## src/rtl/high_freq_fir.sv

```systemverilog
// Stereo FIR multiply-accumulate engine: one ROM coefficient per captured sample,
// accumulated per burst and emitted as a scaled, saturated 16-bit result with a valid strobe.
module high_freq_fir #(
  parameter int unsigned ADDR_W = 11
) (
  input  logic              clk,
  input  logic              rst_n,
  input  logic              sequencing,
  input  logic [15:0]       lft_in,
  input  logic [15:0]       rght_in,
  input  logic [15:0]       coeff,
  output logic [ADDR_W-1:0] coeff_addr,
  output logic [15:0]       lft_out,
  output logic [15:0]       rght_out,
  output logic              valid
);

  typedef enum logic [1:0] {
    IDLE  = 2'd0,
    RUN   = 2'd1,
    DRAIN = 2'd2,
    OUT   = 2'd3
  } state_t;

  state_t              state_q, state_d;
  logic                drain_q, drain_d;
  logic [ADDR_W-1:0]   addr_q, addr_d;
  logic                cap;
  logic                acc_clr;

  logic signed [15:0]  smpl_l_q, smpl_r_q;
  logic                v1_q, v2_q;
  logic signed [31:0]  prod_l_q, prod_r_q;
  logic signed [31:0]  acc_l_q, acc_r_q;
  logic [15:0]         lft_out_q, rght_out_q;
  logic [15:0]         sat_l, sat_r;

  // Samples arriving in DRAIN/OUT are a protocol violation and are simply dropped.
  assign cap     = sequencing & ((state_q == IDLE) | (state_q == RUN));
  assign acc_clr = (state_q == IDLE) & sequencing;

  always_comb begin
    state_d = state_q;
    drain_d = drain_q;
    addr_d  = addr_q;
    if (cap) addr_d = addr_q + 1'b1;
    unique case (state_q)
      IDLE:  if (sequencing) state_d = RUN;
      RUN:   if (!sequencing) begin
               state_d = DRAIN;
               drain_d = 1'b0;
             end
      DRAIN: begin
               drain_d = ~drain_q;
               if (drain_q) state_d = OUT;
             end
      OUT:   begin
               state_d = IDLE;
               addr_d  = '0;
             end
      default: state_d = IDLE;
    endcase
  end

  always_ff @(posedge clk or negedge rst_n) begin
    if (!rst_n) begin
      state_q <= IDLE;
      drain_q <= 1'b0;
      addr_q  <= '0;
    end else begin
      state_q <= state_d;
      drain_q <= drain_d;
      addr_q  <= addr_d;
    end
  end

  always_ff @(posedge clk or negedge rst_n) begin
    if (!rst_n) begin
      smpl_l_q <= '0;
      smpl_r_q <= '0;
      v1_q     <= 1'b0;
      prod_l_q <= '0;
      prod_r_q <= '0;
      v2_q     <= 1'b0;
      acc_l_q  <= '0;
      acc_r_q  <= '0;
    end else begin
      v1_q <= cap;
      if (cap) begin
        smpl_l_q <= lft_in;
        smpl_r_q <= rght_in;
      end
      v2_q <= v1_q;
      if (v1_q) begin
        prod_l_q <= smpl_l_q * $signed(coeff);
        prod_r_q <= smpl_r_q * $signed(coeff);
      end
      // The first product lands one edge after the clear, so clear never races an add.
      if (acc_clr) begin
        acc_l_q <= '0;
        acc_r_q <= '0;
      end else if (v2_q) begin
        acc_l_q <= acc_l_q + prod_l_q;
        acc_r_q <= acc_r_q + prod_r_q;
      end
    end
  end

  always_comb begin
    sat_l = acc_l_q[30:15];
    sat_r = acc_r_q[30:15];
    if (acc_l_q[31:30] == 2'b01) sat_l = 16'h7FFF;
    if (acc_l_q[31:30] == 2'b10) sat_l = 16'h8000;
    if (acc_r_q[31:30] == 2'b01) sat_r = 16'h7FFF;
    if (acc_r_q[31:30] == 2'b10) sat_r = 16'h8000;
  end

  always_ff @(posedge clk or negedge rst_n) begin
    if (!rst_n) begin
      lft_out_q  <= '0;
      rght_out_q <= '0;
    end else if ((state_q == DRAIN) && drain_q) begin
      lft_out_q  <= sat_l;
      rght_out_q <= sat_r;
    end
  end

  assign coeff_addr = addr_q;
  assign lft_out    = lft_out_q;
  assign rght_out   = rght_out_q;
  assign valid      = (state_q == OUT);

endmodule
```

## config.mk

```make
export PLATFORM = sky130hd
export DESIGN_NAME = high_freq_fir
export DESIGN_NICKNAME = d
export VERILOG_FILES = /design/src/rtl/high_freq_fir.sv
export SDC_FILE = /design/constraint.sdc
export NUM_CORES = 2
export LEC_CHECK = 0
export ABC_AREA = 1
export BUFFER_PORTS_ARGS = -buffer_cell sky130_fd_sc_hd__buf_2
export CORE_ASPECT_RATIO = 0.6
export CORE_UTILIZATION = 45
export CTS_CLUSTER_DIAMETER = 30
export DETAILED_ROUTE_END_ITERATION = 16
export MAX_ROUTING_LAYER = met4
export PLACE_DENSITY_LB_ADDON = 0.2
export SLEW_MARGIN = 20
export SYNTH_ARGS = -nofsm -noshare
export SYNTH_HDL_FRONTEND = slang
export SYNTH_SLANG_ARGS = --single-unit
```

## constraint.sdc

```tcl
create_clock -name clk -period 5.6 [get_ports clk]
set_input_delay 0.28 -clock clk [delete_from_list [all_inputs] [get_ports clk]]
set_output_delay 0.28 -clock clk [all_outputs]
set_load 0.05 [all_outputs]
```

==> flow_metrics.env <==
export IMPL_status="finished clean"
export IMPL_cp_slowest_stage_delay_ns=0.62
export IMPL_grt_pass1_vias=29300
export IMPL_chipHeight_microns=214
export IMPL_rsz0062_at_grt="true"
export IMPL_syn_area_sq_mm=0.0336
export IMPL_ys_seq_area_share_pct=15.5
export IMPL_synth_cells=4589
export IMPL_maxCapViolations=0
export IMPL_postSynthAreaPerCell_sq_um=7.32
export IMPL_rows=77
export IMPL_grt_overflow=0
export IMPL_setup_viol=0
export IMPL_arrival_ns=5.95
export IMPL_worstPathMaxFanout=8
export IMPL_endpoint_kind="flip-flop"
export IMPL_clock_skew_ns=0.0318
export IMPL_grt_total_usage_pct=27.4
export IMPL_wl_per_cell_microns=16.4
export IMPL_nFillCells=7033
export IMPL_final_cell_area_sq_mm=0.0404
export IMPL_fin_setup_tns_ns=0
export IMPL_worstPathCellList="nand2_1, inv_1, fa_2, buf_6, fa_2, buf_6, buf_4, fa_2, inv_1, fa_1, inv_1, fa_1, fa_1, ha_4, nand2_1, nor2_4, nand2_2, nor3_2, nand2_1, nand3b_1, nand2_1, nand3_1, nand2_1"
export IMPL_synth_mux_area_share_pct=0.805
export IMPL_dieArea_sq_mm=0.0758
export IMPL_max_slew_margin_pct=29.1
export IMPL_cts_buffer_depth=3
export IMPL_ys_types=38
export IMPL_clkSinkCount=208
export IMPL_antenna_found_initial=0
export IMPL_synth_adder_area_share_pct=40.0
export IMPL_initial_core_util_pct=45.6
export IMPL_ios=95
export IMPL_hp_class="in -> reg"
export IMPL_synth_compound_area_share_pct=5.10
export IMPL_io_buffers=94
export IMPL_hold_viol=0
export IMPL_ant_nets=0
export IMPL_cts_root_buf="clkbuf_16"
export IMPL_via_per_inst=4.93
export IMPL_place_area_sq_mm=0.0371
export IMPL_drt_initial_drc_count=2400
export IMPL_cp_common_cell="nand2_1"
export IMPL_antenna_cells=0
export IMPL_routabilityCongestion=0.984
export IMPL_yosysWarnings=0
export IMPL_die_w_microns=355
export IMPL_drt_pass1_iterations=5
export IMPL_core_sq_mm=0.0737
export IMPL_nNetsFinal=5722
export IMPL_max_freq_mhz=182
export IMPL_path_class="reg -> reg"
export IMPL_ctsHtreeMaxLevel=2
export IMPL_cp_slowest_cell="fa_2"
export IMPL_clock_latency_ns=0.59
export IMPL_num_vias=29300
export IMPL_yosys_area_share_simple_pct=23.5
export IMPL_layout_drive_gt1_share_pct=14.6
export IMPL_hpwlAfterDp_mm=79.4
export IMPL_finalCritPeriodShare_pct=98.1
export IMPL_syn_to_final_growth_pct=20.3
export IMPL_yosys_register_bits=208
export IMPL_final_core_util_pct=54.8
export IMPL_drt_total_wl_mm=97.2
export IMPL_grt_first_pass_wirelength_mm=158
export IMPL_numCtsBuffers=49
export IMPL_cp_start_kind="flip-flop"
export IMPL_synth_xor_area_share_pct=0.730
export IMPL_drc=0
export IMPL_cts_tree="built"
export IMPL_crit_required_ns=6.06
export IMPL_synth_top_family_by_area="adder cells"
export IMPL_fin_crit_ns=5.49
export IMPL_slew_viol_final=0
export IMPL_syn_nets=5397
export IMPL_cts_clk_slew_worst_paths_ns=0.05
export IMPL_grt_max_degree=129
export IMPL_worst_pin_slew_ns=1.06
[sequential cells by signal, indices dropped and copies added, names as in the netlist]
name,cells
acc_l_q,32
acc_r_q,32
prod_l_q,32
prod_r_q,32
lft_out,16
rght_out,16
smpl_l_q,16
smpl_r_q,16
coeff_addr,11
state_q,2
drain_q,1
v1_q,1
v2_q,1
[cell usage in the layout (no fill, tap or decap), types with 12 or more instances in the layout]
cell           Yosys  final
mux2_2            24     24
nand3b_1          14     14
dlygate4sd3_1      0     33
nand2_1         1421   1378
nor2_1           238    196
clkbuf_16          0     49
fa_1             526    510
o21bai_1          22     20
nand3_1          195    184
clkinv_2           0     12
nor2_4             0     16
dfrtp_1          208    191
o21ai_0          145    135
ha_1             231    197
inv_2              2     28
nand4_1           44     44
nor3_1            37     25
nor2_2             0     26
fa_2               0     16
buf_2             12     93
nand2_2            1     36
dfrtp_2            0     16
inv_1           1136   1110
a21oi_1          124    112
buf_12             0     34
ha_4               0     29
xnor2_1           20     20
buf_4              1    248
[synth_stat cells]
cell type | count | area share, %
a21o_1 | 2 | 0.045
a21oi_1 | 124 | 1.8
a22o_1 | 2 | 0.052
a31oi_1 | 7 | 0.13
and2_1 | 3 | 0.056
and3_1 | 1 | 0.019
buf_1 | 2 | 0.022
buf_2 | 12 | 0.18
buf_4 | 1 | 0.022
clkbuf_1 | 133 | 1.5
dfrtp_1 | 208 | 15
fa_1 | 526 | 31
ha_1 | 231 | 8.6
inv_1 | 1136 | 13
inv_2 | 2 | 0.022
mux2_2 | 24 | 0.80
nand2_1 | 1421 | 16
nand2_2 | 1 | 0.019
nand3_1 | 195 | 2.9
nand3b_1 | 14 | 0.31
nand4_1 | 44 | 0.82
nor2_1 | 238 | 2.7
nor3_1 | 37 | 0.55
nor3_2 | 3 | 0.089
nor3b_1 | 3 | 0.067
nor4_1 | 1 | 0.019
o211ai_1 | 1 | 0.022
o21a_1 | 4 | 0.089
o21ai_0 | 145 | 2.2
o21ai_1 | 3 | 0.045
o21ai_2 | 1 | 0.026
o21bai_1 | 22 | 0.49
o22ai_1 | 3 | 0.056
o31ai_1 | 6 | 0.13
or2_1 | 2 | 0.037
or2_2 | 3 | 0.056
xnor2_1 | 20 | 0.52
xor2_1 | 8 | 0.21
[cell families after synthesis]
kind of cell,count (synthesis)
compound gates,320
xor+xnor,28
fa+ha+maj,757
buf+inv,1286
flops,208
mux,24
simple gates,1966
[critical path: cells and delay by family (launching register included)]
kind	cells	cell delay [ns]
and+or+nand+nor	10	0.88
buffers and inverters	6	0.58
adders and majority gates	7	3.43
DFF	1	0.49
[cell type report]
class	instances	area (sq um)	share of cell area, %
Tap cell	987	1230	3.06
Timing Repair Buffer	422	3490	8.64
Clock buffer	57	1300	3.21
Multi-Input combinational cell	3095	24500	60.7
Inverter	1138	4270	10.6
Sequential cell	208	5230	12.9
Clock inverter	32	350	0.867
[through the flow]
step	hold slack (ns)	instances	setup WS [ns]
after floorplan	-0.0156	4589	0.00403
after global placement	0.358	5775	-0.289
after detailed placement	0.365	5775	-0.262
after CTS	0.0993	5898	0.00750
after global routing	0.163	5939	-0.117
final	0.138	5939	0.109
[final timing paths]
path / from / end / slack (ns) / cells past startpoint
worst max-delay path: smpl_r_q[15] / prod_r_q[31] / 0.11 / 23
worst min-delay path: sequencing / drain_q / 0.14 / 4
worst max register to register: smpl_r_q[15] / prod_r_q[31] / 0.11 / 23
worst min register to register: rght_out[5] / rght_out[5] / 0.48 / 2
max in group asynchronous: rst_n / acc_r_q[29] / 3.97 / 3
min in group asynchronous: rst_n / prod_l_q[28] / 0.33 / 2
[per-layer routing]
layer / share of wire [%] / track usage, % / up-vias / routed length (microns)
met5: 0 / - / - / 0
met4: 1.2 / 3.98 / 0 / 1170
met3: 8.2 / 4.95 / 85 / 8020
met2: 41 / 38.5 / 870 / 39600
met1: 50 / 41.6 / 14100 / 48500
li1: - / - / 14200 / -
[what timing repair did]
action / CTS / global route
gates resized for setup: 23 / 251
endpoints found under the hold margin: 112 / 0
setup endpoints to repair: 22 / 38
hold buffers: 33 / 0
pin swaps: 0 / 62
setup buffers: 1 / 41
Power is not shown: default switching activity piles up to over one toggle a cycle in this logic, so the estimate is an artifact.
